--- src/rtl/reglist_sequencer_if.sv ---
// Bundles the control request, register-file ports and memory bus of the
// block-transfer sequencer; master is the sequencer, slave is its environment.
interface reglist_sequencer_if #(
  parameter int unsigned NREGS = 16
);
  localparam int unsigned IDX_W = $clog2(NREGS);

  logic              start;
  logic              is_load;
  logic              up;
  logic              pre;
  logic              writeback;
  logic [IDX_W-1:0]  rn;
  logic [31:0]       base;
  logic [NREGS-1:0]  reglist;

  logic [IDX_W-1:0]  rf_a1;
  logic [31:0]       rf_rd1;
  logic [IDX_W-1:0]  rf_a3;
  logic [31:0]       rf_wd3;
  logic              rf_we3;

  logic              mem_req;
  logic              mem_we;
  logic [31:0]       mem_addr;
  logic [31:0]       mem_wdata;
  logic [31:0]       mem_rdata;
  logic              mem_ready;

  logic              busy;
  logic              done;

  modport master (
    input  start, is_load, up, pre, writeback, rn, base, reglist,
    input  rf_rd1, mem_rdata, mem_ready,
    output rf_a1, rf_a3, rf_wd3, rf_we3,
    output mem_req, mem_we, mem_addr, mem_wdata,
    output busy, done
  );

  modport slave (
    output start, is_load, up, pre, writeback, rn, base, reglist,
    output rf_rd1, mem_rdata, mem_ready,
    input  rf_a1, rf_a3, rf_wd3, rf_we3,
    input  mem_req, mem_we, mem_addr, mem_wdata,
    input  busy, done
  );
endinterface

--- src/rtl/reglist_sequencer.sv ---
// LDM/STM-style sequencer: walks a register list in ascending order, moving
// each register to/from memory, then optionally writes the final address back.
module reglist_sequencer #(
  parameter int unsigned WORD_BYTES = 4,
  parameter int unsigned NREGS      = 16
) (
  input  logic                clk,
  input  logic                reset,
  reglist_sequencer_if.master bus
);
  localparam int unsigned IDX_W = $clog2(NREGS);
  localparam int unsigned CNT_W = $clog2(NREGS + 1);
  localparam int unsigned AW    = 32;

  typedef enum logic [2:0] {
    S_IDLE, S_SCAN, S_RDREG, S_STORE, S_LOAD, S_WRREG, S_WB, S_DONE
  } state_e;

  state_e            state_q, state_d;
  logic [NREGS-1:0]  pending_q, pending_d;
  logic [NREGS-1:0]  list_q, list_d;
  logic              is_load_q, is_load_d;
  logic              wb_q, wb_d;
  logic [IDX_W-1:0]  rn_q, rn_d;
  logic [AW-1:0]     addr_q, addr_d;
  logic [AW-1:0]     final_q, final_d;
  logic [IDX_W-1:0]  idx_q, idx_d;
  logic              rd_phase_q, rd_phase_d;

  logic [IDX_W-1:0]  rf_a1_q, rf_a1_d;
  logic [IDX_W-1:0]  rf_a3_q, rf_a3_d;
  logic [AW-1:0]     rf_wd3_q, rf_wd3_d;
  logic              rf_we3_q, rf_we3_d;
  logic              mem_req_q, mem_req_d;
  logic              mem_we_q, mem_we_d;
  logic [AW-1:0]     mem_addr_q, mem_addr_d;
  logic [AW-1:0]     mem_wdata_q, mem_wdata_d;
  logic              busy_q, busy_d;
  logic              done_q, done_d;

  logic [IDX_W-1:0]  low_idx;
  logic [CNT_W-1:0]  list_cnt;
  logic [AW-1:0]     stride, span, start_addr, final_addr;
  logic              wb_write;

  // Lowest pending register index
  always_comb begin : find_low
    low_idx = '0;
    for (int i = int'(NREGS) - 1; i >= 0; i--) begin
      if (pending_q[i]) low_idx = IDX_W'(i);
    end
  end

  // Address window derived from the incoming request
  always_comb begin : addr_window
    list_cnt = '0;
    for (int i = 0; i < int'(NREGS); i++) begin
      list_cnt = list_cnt + CNT_W'(bus.reglist[i]);
    end
    stride = AW'(WORD_BYTES);
    span   = AW'(list_cnt) * stride;
    case ({bus.up, bus.pre})
      2'b10:   start_addr = bus.base;
      2'b11:   start_addr = bus.base + stride;
      2'b00:   start_addr = bus.base - span + stride;
      default: start_addr = bus.base - span;
    endcase
    final_addr = bus.up ? (bus.base + span) : (bus.base - span);
  end

  // A load that includes the base register keeps the loaded value
  assign wb_write = wb_q && (list_q != '0) && !(is_load_q && list_q[rn_q]);

  always_comb begin : next_state
    state_d     = state_q;
    pending_d   = pending_q;
    list_d      = list_q;
    is_load_d   = is_load_q;
    wb_d        = wb_q;
    rn_d        = rn_q;
    addr_d      = addr_q;
    final_d     = final_q;
    idx_d       = idx_q;
    rd_phase_d  = rd_phase_q;
    rf_a1_d     = '0;
    rf_a3_d     = '0;
    rf_wd3_d    = '0;
    rf_we3_d    = 1'b0;
    mem_req_d   = 1'b0;
    mem_we_d    = 1'b0;
    mem_addr_d  = '0;
    mem_wdata_d = '0;

    case (state_q)
      S_IDLE: begin
        if (bus.start) begin
          pending_d = bus.reglist;
          list_d    = bus.reglist;
          is_load_d = bus.is_load;
          wb_d      = bus.writeback;
          rn_d      = bus.rn;
          addr_d    = start_addr;
          final_d   = final_addr;
          state_d   = S_SCAN;
        end
      end
      S_SCAN: begin
        if (pending_q == '0) begin
          state_d = S_WB;
          if (wb_write) begin
            rf_we3_d = 1'b1;
            rf_a3_d  = rn_q;
            rf_wd3_d = final_q;
          end
        end else begin
          idx_d = low_idx;
          if (is_load_q) begin
            state_d    = S_LOAD;
            mem_req_d  = 1'b1;
            mem_addr_d = addr_q;
          end else begin
            state_d    = S_RDREG;
            rf_a1_d    = low_idx;
            rd_phase_d = 1'b0;
          end
        end
      end
      // First cycle presents rf_a1; second cycle captures the read data
      S_RDREG: begin
        if (!rd_phase_q) begin
          rd_phase_d = 1'b1;
        end else begin
          state_d     = S_STORE;
          mem_req_d   = 1'b1;
          mem_we_d    = 1'b1;
          mem_addr_d  = addr_q;
          mem_wdata_d = bus.rf_rd1;
        end
      end
      S_STORE: begin
        if (bus.mem_ready) begin
          pending_d[idx_q] = 1'b0;
          addr_d           = addr_q + stride;
          state_d          = S_SCAN;
        end else begin
          mem_req_d   = 1'b1;
          mem_we_d    = 1'b1;
          mem_addr_d  = mem_addr_q;
          mem_wdata_d = mem_wdata_q;
        end
      end
      S_LOAD: begin
        if (bus.mem_ready) begin
          pending_d[idx_q] = 1'b0;
          addr_d           = addr_q + stride;
          rf_we3_d         = 1'b1;
          rf_a3_d          = idx_q;
          rf_wd3_d         = bus.mem_rdata;
          state_d          = S_WRREG;
        end else begin
          mem_req_d  = 1'b1;
          mem_addr_d = mem_addr_q;
        end
      end
      S_WRREG: state_d = S_SCAN;
      S_WB:    state_d = S_DONE;
      S_DONE:  state_d = S_IDLE;
      default: state_d = S_IDLE;
    endcase

    busy_d = (state_d != S_IDLE) && (state_d != S_DONE);
    done_d = (state_d == S_DONE);
  end

  always_ff @(posedge clk or posedge reset) begin : regs
    if (reset) begin
      state_q     <= S_IDLE;
      pending_q   <= '0;
      list_q      <= '0;
      is_load_q   <= 1'b0;
      wb_q        <= 1'b0;
      rn_q        <= '0;
      addr_q      <= '0;
      final_q     <= '0;
      idx_q       <= '0;
      rd_phase_q  <= 1'b0;
      rf_a1_q     <= '0;
      rf_a3_q     <= '0;
      rf_wd3_q    <= '0;
      rf_we3_q    <= 1'b0;
      mem_req_q   <= 1'b0;
      mem_we_q    <= 1'b0;
      mem_addr_q  <= '0;
      mem_wdata_q <= '0;
      busy_q      <= 1'b0;
      done_q      <= 1'b0;
    end else begin
      state_q     <= state_d;
      pending_q   <= pending_d;
      list_q      <= list_d;
      is_load_q   <= is_load_d;
      wb_q        <= wb_d;
      rn_q        <= rn_d;
      addr_q      <= addr_d;
      final_q     <= final_d;
      idx_q       <= idx_d;
      rd_phase_q  <= rd_phase_d;
      rf_a1_q     <= rf_a1_d;
      rf_a3_q     <= rf_a3_d;
      rf_wd3_q    <= rf_wd3_d;
      rf_we3_q    <= rf_we3_d;
      mem_req_q   <= mem_req_d;
      mem_we_q    <= mem_we_d;
      mem_addr_q  <= mem_addr_d;
      mem_wdata_q <= mem_wdata_d;
      busy_q      <= busy_d;
      done_q      <= done_d;
    end
  end

  assign bus.rf_a1     = rf_a1_q;
  assign bus.rf_a3     = rf_a3_q;
  assign bus.rf_wd3    = rf_wd3_q;
  assign bus.rf_we3    = rf_we3_q;
  assign bus.mem_req   = mem_req_q;
  assign bus.mem_we    = mem_we_q;
  assign bus.mem_addr  = mem_addr_q;
  assign bus.mem_wdata = mem_wdata_q;
  assign bus.busy      = busy_q;
  assign bus.done      = done_q;
endmodule
--- src/flat_wrapper.sv ---
// flat-port wrapper written by rule: the top's interface ports become plain ports
module reglist_sequencer_flat 
#(
  parameter int unsigned WORD_BYTES = 4,
  parameter int unsigned NREGS      = 16
)
  (clk, reset, bus_start, bus_is_load, bus_up, bus_pre, bus_writeback, bus_rn, bus_base, bus_reglist, bus_rf_rd1, bus_mem_rdata, bus_mem_ready, bus_rf_a1, bus_rf_a3, bus_rf_wd3, bus_rf_we3, bus_mem_req, bus_mem_we, bus_mem_addr, bus_mem_wdata, bus_busy, bus_done);
  reglist_sequencer_if #(.NREGS(NREGS)) bus_i ();
  input  logic clk;
  input  logic reset;
  input wire logic [$bits(bus_i.start)-1:0] bus_start;
  input wire logic [$bits(bus_i.is_load)-1:0] bus_is_load;
  input wire logic [$bits(bus_i.up)-1:0] bus_up;
  input wire logic [$bits(bus_i.pre)-1:0] bus_pre;
  input wire logic [$bits(bus_i.writeback)-1:0] bus_writeback;
  input wire logic [$bits(bus_i.rn)-1:0] bus_rn;
  input wire logic [$bits(bus_i.base)-1:0] bus_base;
  input wire logic [$bits(bus_i.reglist)-1:0] bus_reglist;
  input wire logic [$bits(bus_i.rf_rd1)-1:0] bus_rf_rd1;
  input wire logic [$bits(bus_i.mem_rdata)-1:0] bus_mem_rdata;
  input wire logic [$bits(bus_i.mem_ready)-1:0] bus_mem_ready;
  output wire logic [$bits(bus_i.rf_a1)-1:0] bus_rf_a1;
  output wire logic [$bits(bus_i.rf_a3)-1:0] bus_rf_a3;
  output wire logic [$bits(bus_i.rf_wd3)-1:0] bus_rf_wd3;
  output wire logic [$bits(bus_i.rf_we3)-1:0] bus_rf_we3;
  output wire logic [$bits(bus_i.mem_req)-1:0] bus_mem_req;
  output wire logic [$bits(bus_i.mem_we)-1:0] bus_mem_we;
  output wire logic [$bits(bus_i.mem_addr)-1:0] bus_mem_addr;
  output wire logic [$bits(bus_i.mem_wdata)-1:0] bus_mem_wdata;
  output wire logic [$bits(bus_i.busy)-1:0] bus_busy;
  output wire logic [$bits(bus_i.done)-1:0] bus_done;
  assign bus_i.start = bus_start;
  assign bus_i.is_load = bus_is_load;
  assign bus_i.up = bus_up;
  assign bus_i.pre = bus_pre;
  assign bus_i.writeback = bus_writeback;
  assign bus_i.rn = bus_rn;
  assign bus_i.base = bus_base;
  assign bus_i.reglist = bus_reglist;
  assign bus_i.rf_rd1 = bus_rf_rd1;
  assign bus_i.mem_rdata = bus_mem_rdata;
  assign bus_i.mem_ready = bus_mem_ready;
  assign bus_rf_a1 = bus_i.rf_a1;
  assign bus_rf_a3 = bus_i.rf_a3;
  assign bus_rf_wd3 = bus_i.rf_wd3;
  assign bus_rf_we3 = bus_i.rf_we3;
  assign bus_mem_req = bus_i.mem_req;
  assign bus_mem_we = bus_i.mem_we;
  assign bus_mem_addr = bus_i.mem_addr;
  assign bus_mem_wdata = bus_i.mem_wdata;
  assign bus_busy = bus_i.busy;
  assign bus_done = bus_i.done;
  reglist_sequencer #(.WORD_BYTES(WORD_BYTES), .NREGS(NREGS)) u_core (.clk(clk), .reset(reset), .bus(bus_i));
endmodule
--- config.mk ---
export PLATFORM = sky130hd
export DESIGN_NAME = reglist_sequencer_flat
export DESIGN_NICKNAME = d
export VERILOG_FILES = /design/src/rtl/reglist_sequencer_if.sv /design/src/rtl/reglist_sequencer.sv /design/src/flat_wrapper.sv
export SDC_FILE = /design/constraint.sdc
export NUM_CORES = 1
export LEC_CHECK = 0
export CAP_MARGIN = 5
export CORE_MARGIN = 10
export CORE_UTILIZATION = 54
export DETAILED_ROUTE_END_ITERATION = 7
export PLACE_DENSITY = 0.92
export SYNTH_ARGS = -nofsm -noshare
export SYNTH_HDL_FRONTEND = slang
export SYNTH_SLANG_ARGS = --single-unit
--- constraint.sdc ---
create_clock -name clk -period 11.8 [get_ports clk]
set_clock_uncertainty 0.05 [all_clocks]
set_input_delay 3.54 -clock clk [delete_from_list [all_inputs] [get_ports clk]]
set_output_delay 3.54 -clock clk [all_outputs]
set_load 0.005 [all_outputs]
# == Yosys cells after proc, flatten, opt, wreduce, memory -nomap -nowiden ==
# Index checks and enable logic that the tools add are counted.
# op_classes
n_mux,66
eq_ne,16
bitwise_logic,3
addsub,20
reduce_logical,18
n_lt_le_gt_ge,3
# op_table
op,n
32-bit 2-to-1 mux,11
32-bit case mux with 2 select lines,3
32-bit case mux with 3 select lines,2
"32-bit by 3-bit adder with 32-bit output, second input constant",3
4-bit 2-to-1 mux,22
5-bit by 1-bit adder with 5-bit output,14
32-bit by 7-bit adder with 32-bit output,1
16-bit 2-to-1 mux,2
16-bit case mux with 2 select lines,1
32-bit by 7-bit subtractor with 32-bit output,1
3-bit case mux with 8 select lines,1
3-bit 2-to-1 mux,6
16-bit bitwise AND,1
16-bit zero test,1
16-bit NOT,1
16-bit nonzero test,1
"3-bit equality test, second input constant",5
1-bit 2-to-1 mux,11
"4-bit by 5-bit less-than comparator with 1-bit output, second input constant",2
"2-bit != test, second input constant",4
4-bit case mux with 2 select lines,1
"3-bit by 2-bit equality test with 1-bit output, second input constant",2
1-bit case mux with 2 select lines,3
3-bit AND reduction,2
other kinds (18),25
# word_totals
register_bits,219
inputBits,124
wordCells,146
output_inout_bits,109

# == Longest topological paths before layout ==
# Gate-level depths: netlist of run 1.
# logic_depth
ltp_word,20
ltp_mapped,26
mapped_depth_nobuf,25

# == Worst setup path before layout of run 1 ==
# Ideal clock, no wire load.
# synth_path
path_type,input to register
startpoint,input bus_reglist[0]
endpoint,register u_core.addr_q[30]
required_time_ns,11.626
path_slack_ns,1.919
setup_time_ns,0.124
path_stages,19
n_path_buf,0
t_arrival_ns,9.707
path_cell_list,ha_1 -> inv_1 -> fa_1 -> fa_1 -> fa_1 -> fa_1 -> fa_1 -> fa_1 -> inv_1 -> fa_1 -> or4_1 -> a31o_2 -> nand4_1 -> xor2_1 -> or4_4 -> or4b_4 -> nor3_2 -> xnor2_1 -> a211o_1
# synth_between
elab_chain_cells,20
# synth_lines
element,line,text
"start, declared",flat_wrapper.sv:18,input wire logic [$bits(bus_i.reglist)-1:0] bus_reglist;
1-bit by 1-bit adder with 2-bit output *,reglist_sequencer.sv:58,list_cnt = list_cnt + CNT_W'(bus.reglist[i]);
5-bit by 1-bit adder with 5-bit output * (14 in a row),reglist_sequencer.sv:58,
32-bit by 7-bit subtractor with 32-bit output *,"reglist_sequencer.sv:65, reglist_sequencer.sv:66",
32-bit by 3-bit adder with 32-bit output,reglist_sequencer.sv:65,2'b00: start_addr = bus.base - span + stride;
32-bit case mux with 3 select lines *,reglist_sequencer.sv:62,"case ({bus.up, bus.pre})"
32-bit 2-to-1 mux *,reglist_sequencer.sv:96,if (bus.start) begin
32-bit case mux with 2 select lines *,reglist_sequencer.sv:94,case (state_q)
"end signal, assigned",reglist_sequencer.sv:204,addr_q <= addr_d;
"end, declared",reglist_sequencer.sv:25,"logic [AW-1:0] addr_q, addr_d;"
# Every way passes the cells marked *; elsewhere a longest branch is shown, timed or not. The select of a mux whose other input is x is not followed.
# A chain may end at the register's enable or synchronous reset.

# == Worst setup path after layout of run 1 ==
# layout_path
startpoint,input bus_reglist[0]
endpoint,register u_core.addr_q[31]
# Same word-level chain as after synthesis.

==> results of run 1 <==
-- per-stage QoR --
| step | hold WS, ns | power [mW] | utilization, % | setup slack (ns) |
|---|---|---|---|---|
| floorplan | 0.3953 | 2.141 | - | 1.919 |
| global placement | 0.4103 | 2.597 | 65.82 | 1.011 |
| detailed placement | 0.4148 | 2.666 | 65.82 | 0.8688 |
| CTS | 0.4356 | 3.457 | 69.32 | 1.434 |
| global route | 0.4537 | 3.684 | 69.35 | 0.9619 |
| finish | 0.4308 | 3.484 | 69.35 | 1.390 |
-- routing by layer --
layer	track usage [%]	wire length, µm	share of wire, %
met1	36.49	17880	40
met2	43.30	20540	46
met3	6.812	4527	10
met4	9.785	1599	3.6
met5	0	0	0
-- critical path, stage by stage --
cell and delay, ns:
clkdlybuf4s50_1 0.44, ha_1 0.30, inv_1 0.05, fa_1 0.49
fa_1 0.50, fa_1 0.53, fa_1 0.43, fa_1 0.42
fa_1 0.42, nor2b_1 0.13, o21a_1 0.18, inv_1 0.06
ha_1 0.27, nor3_2 0.41, and4_1 0.35, nand3_1 0.13
xnor2_1 0.41, or4bb_1 0.62, nor4_4 0.34, nor3b_2 0.30
xnor2_1 0.11, a221o_1 0.34
-- report_power, final --
part	internal (mW)	switching (mW)
clock network	0.467	0.313
logic	0.616	0.864
registers	0.989	0.235
-- cells in the mapped netlist (9+ instances only) --
master and n:
o22ai_1 15, o21ai_0 91, nor3_1 34, nor2_1 80, dfrtp_1 219, ha_1 21, nand2_1 198, buf_1 9
fa_1 12, or3_1 11, clkbuf_1 79, a31oi_1 23, inv_1 52, and3_1 23, nor4_1 24, nand3_1 40
or4_1 9, nand4_1 18, xor2_1 32, xnor2_1 54, a211oi_1 14, a22o_1 102, nor2b_1 11, a21oi_1 92
-- path summary, 6_finish.rpt --
check                      cells after the start                 endpoint              start
min                                            2        u_core.final_q[0]  u_core.final_q[0]
max reg2reg                                    4    u_core.bus.rf_wd3[17]     u_core.rn_q[1]
max                                           22        u_core.addr_q[31]     bus_reglist[0]
min in group asynchronous                      2  u_core.bus.mem_wdata[1]              reset
max in group asynchronous                      3        u_core.final_q[9]              reset
min reg2reg                                    2        u_core.final_q[0]  u_core.final_q[0]
-- state kept, by name, indices dropped and copies added, names as in the netlist, 3 cells and up --
signal	cells
u_core.addr_q	32
u_core.idx_q	4
u_core.rn_q	4
u_core.state_q	3
u_core.list_q	16
u_core.pending_q	16
u_core.final_q	32
u_core.bus.rf_wd3	32
u_core.bus.rf_a3	4
u_core.bus.mem_addr	32
u_core.bus.rf_a1	4
u_core.bus.mem_wdata	32
-- cell type report --
cell class              count  area, µm²
inverters                  55      214.0
diodes                      3      7.507
repair buffers            248       2442
clock inverters            12      153.9
fillers                  1791       7216
clock buffers              32      670.6
well taps                 319      399.1
flip-flops and latches    219       5480
multi-input cells        1061       6959
-- cell families (layout without fill, tap and decap cells) --
| logic type | count (synthesis) | after routing | share of synthesized area, % |
|---|---|---|---|
| other | 0 | 3 | 0 |
| flip-flops | 219 | 219 | 42.18 |
| adder cells (fa/ha/maj) | 33 | 33 | 3.871 |
| XOR/XNOR | 86 | 86 | 5.797 |
| AND/OR/NAND/NOR | 503 | 503 | 19.45 |
| AO/OA/AOI/OAI | 424 | 424 | 22.39 |
| multiplexers | 15 | 15 | 1.676 |
| buffers and inverters | 154 | 347 | 4.641 |
==> results_dict.tcl, run 1 <==
set metrics [dict create \
    grt_max_degree 152 \
    ir_worst_vdd_uv 190.8 \
    wire_per_inst_um 22.86 \
    period_share_pct 88.22 \
    yosys_warnings 0 \
    dp_cells 1902 \
    syn_avg_cell_area_um2 9.061 \
    critPathMaxFanout 8 \
    placed_area_mm2 0.01549 \
    critPathLaunchType "primary input" \
    grt_overflow 0 \
    setup_violations 0 \
    worstPathArrival_ns 10.78 \
    cts_resized 0 \
    critPathKind "in -> reg" \
    drive_above_1_share_pct 6.761 \
    synth_top_cell_by_area "dfrtp_1" \
    fin_cells 1949 \
    grt_pass1_vias 11895 \
    synth_cells 1434 \
    yosysSeqAreaShare_pct 42.18 \
    finalCriticalPeriod_ns 10.41 \
    final_cell_mix "clkdlybuf4s50_1 (232), dfrtp_1 (219), nand2_1 (198)" \
    finalHoldViolCount 0 \
    nNetsFinal 1766 \
    cts.clk_slew.worst_paths_ns 0.06 \
    synth_flop_cell "dfrtp_1" \
    num_rows 56 \
    synth.distinct_cells 87 \
    drtIter0Drc 1674 \
    hpwlAfterDp_um 32490 \
    start_util_pct 55.19 \
    reg2reg_slack_ns 8.77 \
    final_common_cell "clkdlybuf4s50_1" \
    grtUsageTotal_pct 27.62 \
    syn_to_final_growth_pct 25.65 \
    drc 0 \
    die_h_um 175.1 \
    synth_seq_cells 219 \
    ant_nets 0 \
    tightest_slew_ns 1.242 \
    clockBufferDepth 3 \
    powerDensity_mw_per_mm2 213.4 \
    via_per_inst 6.336 \
    clockRootBuffer "clkbuf_16" \
    post-cts-setup-buffers 0 \
    synth_nets 1591 \
    die_area_mm2 0.03067 \
    yosysTopAreaCellShare_pct 42.18 \
    htreeDepth 1 \
    cts_tree "done" \
    slew-limit-headroom_pct 17.17 \
    synth_area_leaders "dfrtp_1 (42%), a22o_1 (6.9%), nand2_1 (5.7%)" \
    rsz0062_at_grt "no" \
    core_area_mm2 0.02354 \
    leakage_nw 6.915 \
    route.vias.total 12348 \
    numPortBuffers 232 \
    status "finished clean" \
    synth_edf_count 0 \
    grt_first_pass_wirelength_um 68050 \
    clock-sinks 219 \
    max_freq_ghz 0.09606 \
    dieWidth_um 175.1 \
    final.setup.tns_ns 0 \
    drt_wl_total_um 44550 \
    pin_count 233 \
    holdBufCountCts 0 \
    syn_area_mm2 0.01299 \
    firstDrtPassIters 8 \
    maxSlewViolCount 0 \
    numCtsBuffers 24 \
    hold_class "reg -> reg" \
    synthArstFlopShare_pct 100.0 \
    fin_area_mm2 0.01633 \
    antenna_found_initial 3 \
    maxCapViolCount 0 \
    required_ns 12.17 \
    clk_latency_ns 0.53 \
    crit_path_end_kind "flip-flop" \
    place_congestion 0.9834 \
]
Note: power is estimated with default switching activity, not from simulation.
==> run 2: changes to the inputs <==
--- a/config.mk
+++ b/config.mk
@@ -7,9 +7,10 @@
 export LEC_CHECK = 0
 export CAP_MARGIN = 5
 export CORE_MARGIN = 10
-export CORE_UTILIZATION = 54
+export CORE_UTILIZATION = 44
+export CTS_BUF_LIST = sky130_fd_sc_hd__clkbuf_8
 export DETAILED_ROUTE_END_ITERATION = 7
-export PLACE_DENSITY = 0.92
+export PLACE_DENSITY = 0.79
 export SYNTH_ARGS = -nofsm -noshare
 export SYNTH_HDL_FRONTEND = slang
 export SYNTH_SLANG_ARGS = --single-unit
==> results_dict.tcl, run 2 (same netlist as run 1, synthesis figures left out) <==
set metrics [dict create \
    status "finished clean" \
    pin_count 233 \
    setup_violations 0 \
    hold_class "reg -> reg" \
    finalHoldViolCount 0 \
    cp_top_family "adder cells" \
    worstRegToRegCells 9 \
    max_freq_ghz 0.09612 \
    drtIter0Drc 1140 \
    wire_per_inst_um 22.11 \
    hold_depth 2 \
    maxCapViolCount 0 \
    clockRootBuffer "clkbuf_8" \
    place_congestion 0.9634 \
    syn_to_final_growth_pct 26.24 \
    hpwlAfterDp_um 33550 \
    fin_ws_ns 1.396 \
    hold-path-endpoint "u_core.final_q[1]" \
    hp-start "u_core.final_q[1]" \
    clock-sinks 219 \
    leakage_nw 6.971 \
    antenna_found_initial 0 \
    firstDrtPassIters 5 \
    diodes 0 \
    regToRegStartpoint "u_core.state_q[1]" \
    grt_pass1_vias 11718 \
    dieWidth_um 191.8 \
    clockBufferDepth 3 \
    critPathKind "in -> reg" \
    nFillCells 2610 \
    timing.rr.end "u_core.addr_q[28]" \
    core_area_mm2 0.02894 \
    wl_met1_um 19520 \
    powerDensity_mw_per_mm2 207.7 \
    tightest_slew_ns 1.140 \
    via_per_inst 5.948 \
    clk_latency_ns 0.55 \
    drt_wl_total_um 45030 \
    critPathMaxFanout 8 \
    rsz0062_at_grt "no" \
    cts_tree "done" \
    maxSlewViolCount 0 \
    cp_cell_sequence "clkdlybuf4s50_1, ha_1, inv_1, fa_1, fa_1, fa_1, fa_1, fa_1, fa_1, nor2b_1, o21a_1, inv_1, ha_1, nor3_2, nand3_2, nor4_1, xnor2_1, or4bb_1, nor4_4, nor3b_2, xnor2_1, a221o_1" \
    holdBufCountCts 0 \
    drive_above_1_share_pct 7.864 \
    final_cell_mix "clkdlybuf4s50_1 (232), dfrtp_1 (219), nand2_1 (198)" \
    die_h_um 191.8 \
    die_area_mm2 0.03680 \
    required_ns 12.16 \
    critPathMaxStageDelay_ns 0.54 \
    ant_nets 0 \
    period_share_pct 88.17 \
    post-cts-setup-buffers 0 \
    numPortBuffers 232 \
    htreeDepth 2 \
    met3_length_um 3811 \
    slew-limit-headroom_pct 24.01 \
    dp_slack_ns 0.8849 \
    final_common_cell "clkdlybuf4s50_1" \
    start_util_pct 44.91 \
    grt_max_degree 146 \
    grtUsageTotal_pct 23.45 \
    reg2reg_slack_ns 8.78 \
    numCtsBuffers 38 \
    path_common_cell "fa_1" \
    nNetsFinal 1784 \
    drc 0 \
    grt_first_pass_wirelength_um 68120 \
    crit_path_end_kind "flip-flop" \
    critPathLaunchType "primary input" \
    num_rows 62 \
    wl_met2_um 20480 \
    worstPathArrival_ns 10.77 \
    highest_layer "met4" \
    crit_path_top_delay_cell "fa_1" \
    grt_overflow 0 \
    cts_resized 0 \
    ir_worst_vdd_uv 112.8 \
    cts.clk_slew.worst_paths_ns 0.06 \
    path_buf_inv 3 \
    route.vias.total 12116 \
    finalCriticalPeriod_ns 10.40 \
    final.setup.tns_ns 0 \
]
[run 2: cell types whose count changed in the layout (fill, tap and decap cells not counted), moves of 4 or more]
cell / before / now
clkbuf_1: 4 / 0
clkbuf_8: 4 / 50
clkbuf_16: 24 / 0
inv_1: 51 / 61
[run 2: layout make-up]
class,instances,area [µm²],share of cell area [%]
flip-flops and latches,219,5480,33.41
inverters,55,214.0,1.304
well taps,384,480.5,2.929
multi-input cells,1061,6959,42.43
clock inverters,16,101.3,0.6178
repair buffers,252,2480,15.12
clock buffers,50,688.2,4.195
[run 2: layer usage]
| layer | track usage [%] | up-vias |
|---|---|---|
| met1 | 31.89 | 5911 |
| met3 | 5.169 | 72 |
| met5 | 0 | - |
| met2 | 36.26 | 531 |
| li1 | - | 5602 |
| met4 | 7.873 | 0 |
[run 2: through the flow]
stage	power (mW)	cells	cell area, µm²	util (%)	hold slack [ns]
after floorplan	2.141	1434	12990	-	0.3953
after global placement	2.625	1970	15600	53.91	0.4122
after detailed placement	2.676	1970	15600	53.91	0.4202
after CTS	3.401	2036	16390	56.64	0.4341
after global routing	3.642	2037	16400	56.69	0.4632
final	3.407	2037	16400	56.69	0.4301
[run 2: power by group]
| part | total (mW) | switching, mW | leakage, nW | internal [mW] |
|---|---|---|---|---|
| sequential | 1.22 | 0.230 | 2.86 | 0.989 |
| clock | 0.715 | 0.314 | 0.445 | 0.401 |
| combinational | 1.47 | 0.856 | 3.66 | 0.617 |
[run 2: worst max path at each step]
stage / startpoint / to / slack, ns / cells after the start
final: bus_reglist[0] / u_core.addr_q[31] / 1.40 / 22
after global routing: bus_reglist[0] / u_core.addr_q[28] / 1.09 / 22
after CTS: bus_reglist[0] / u_core.addr_q[31] / 1.45 / 22
after detailed placement: bus_reglist[0] / u_core.addr_q[31] / 0.88 / 22
after global placement: bus_reglist[0] / u_core.addr_q[31] / 1.05 / 22
after floorplan: bus_reglist[0] / u_core.addr_q[30] / 1.92 / 19
[run 2: tightest hold or removal path: stages (launching register included)]
cell     delay [ns]
dfrtp_1        0.34
nand2_1        0.05
nand2_1        0.06
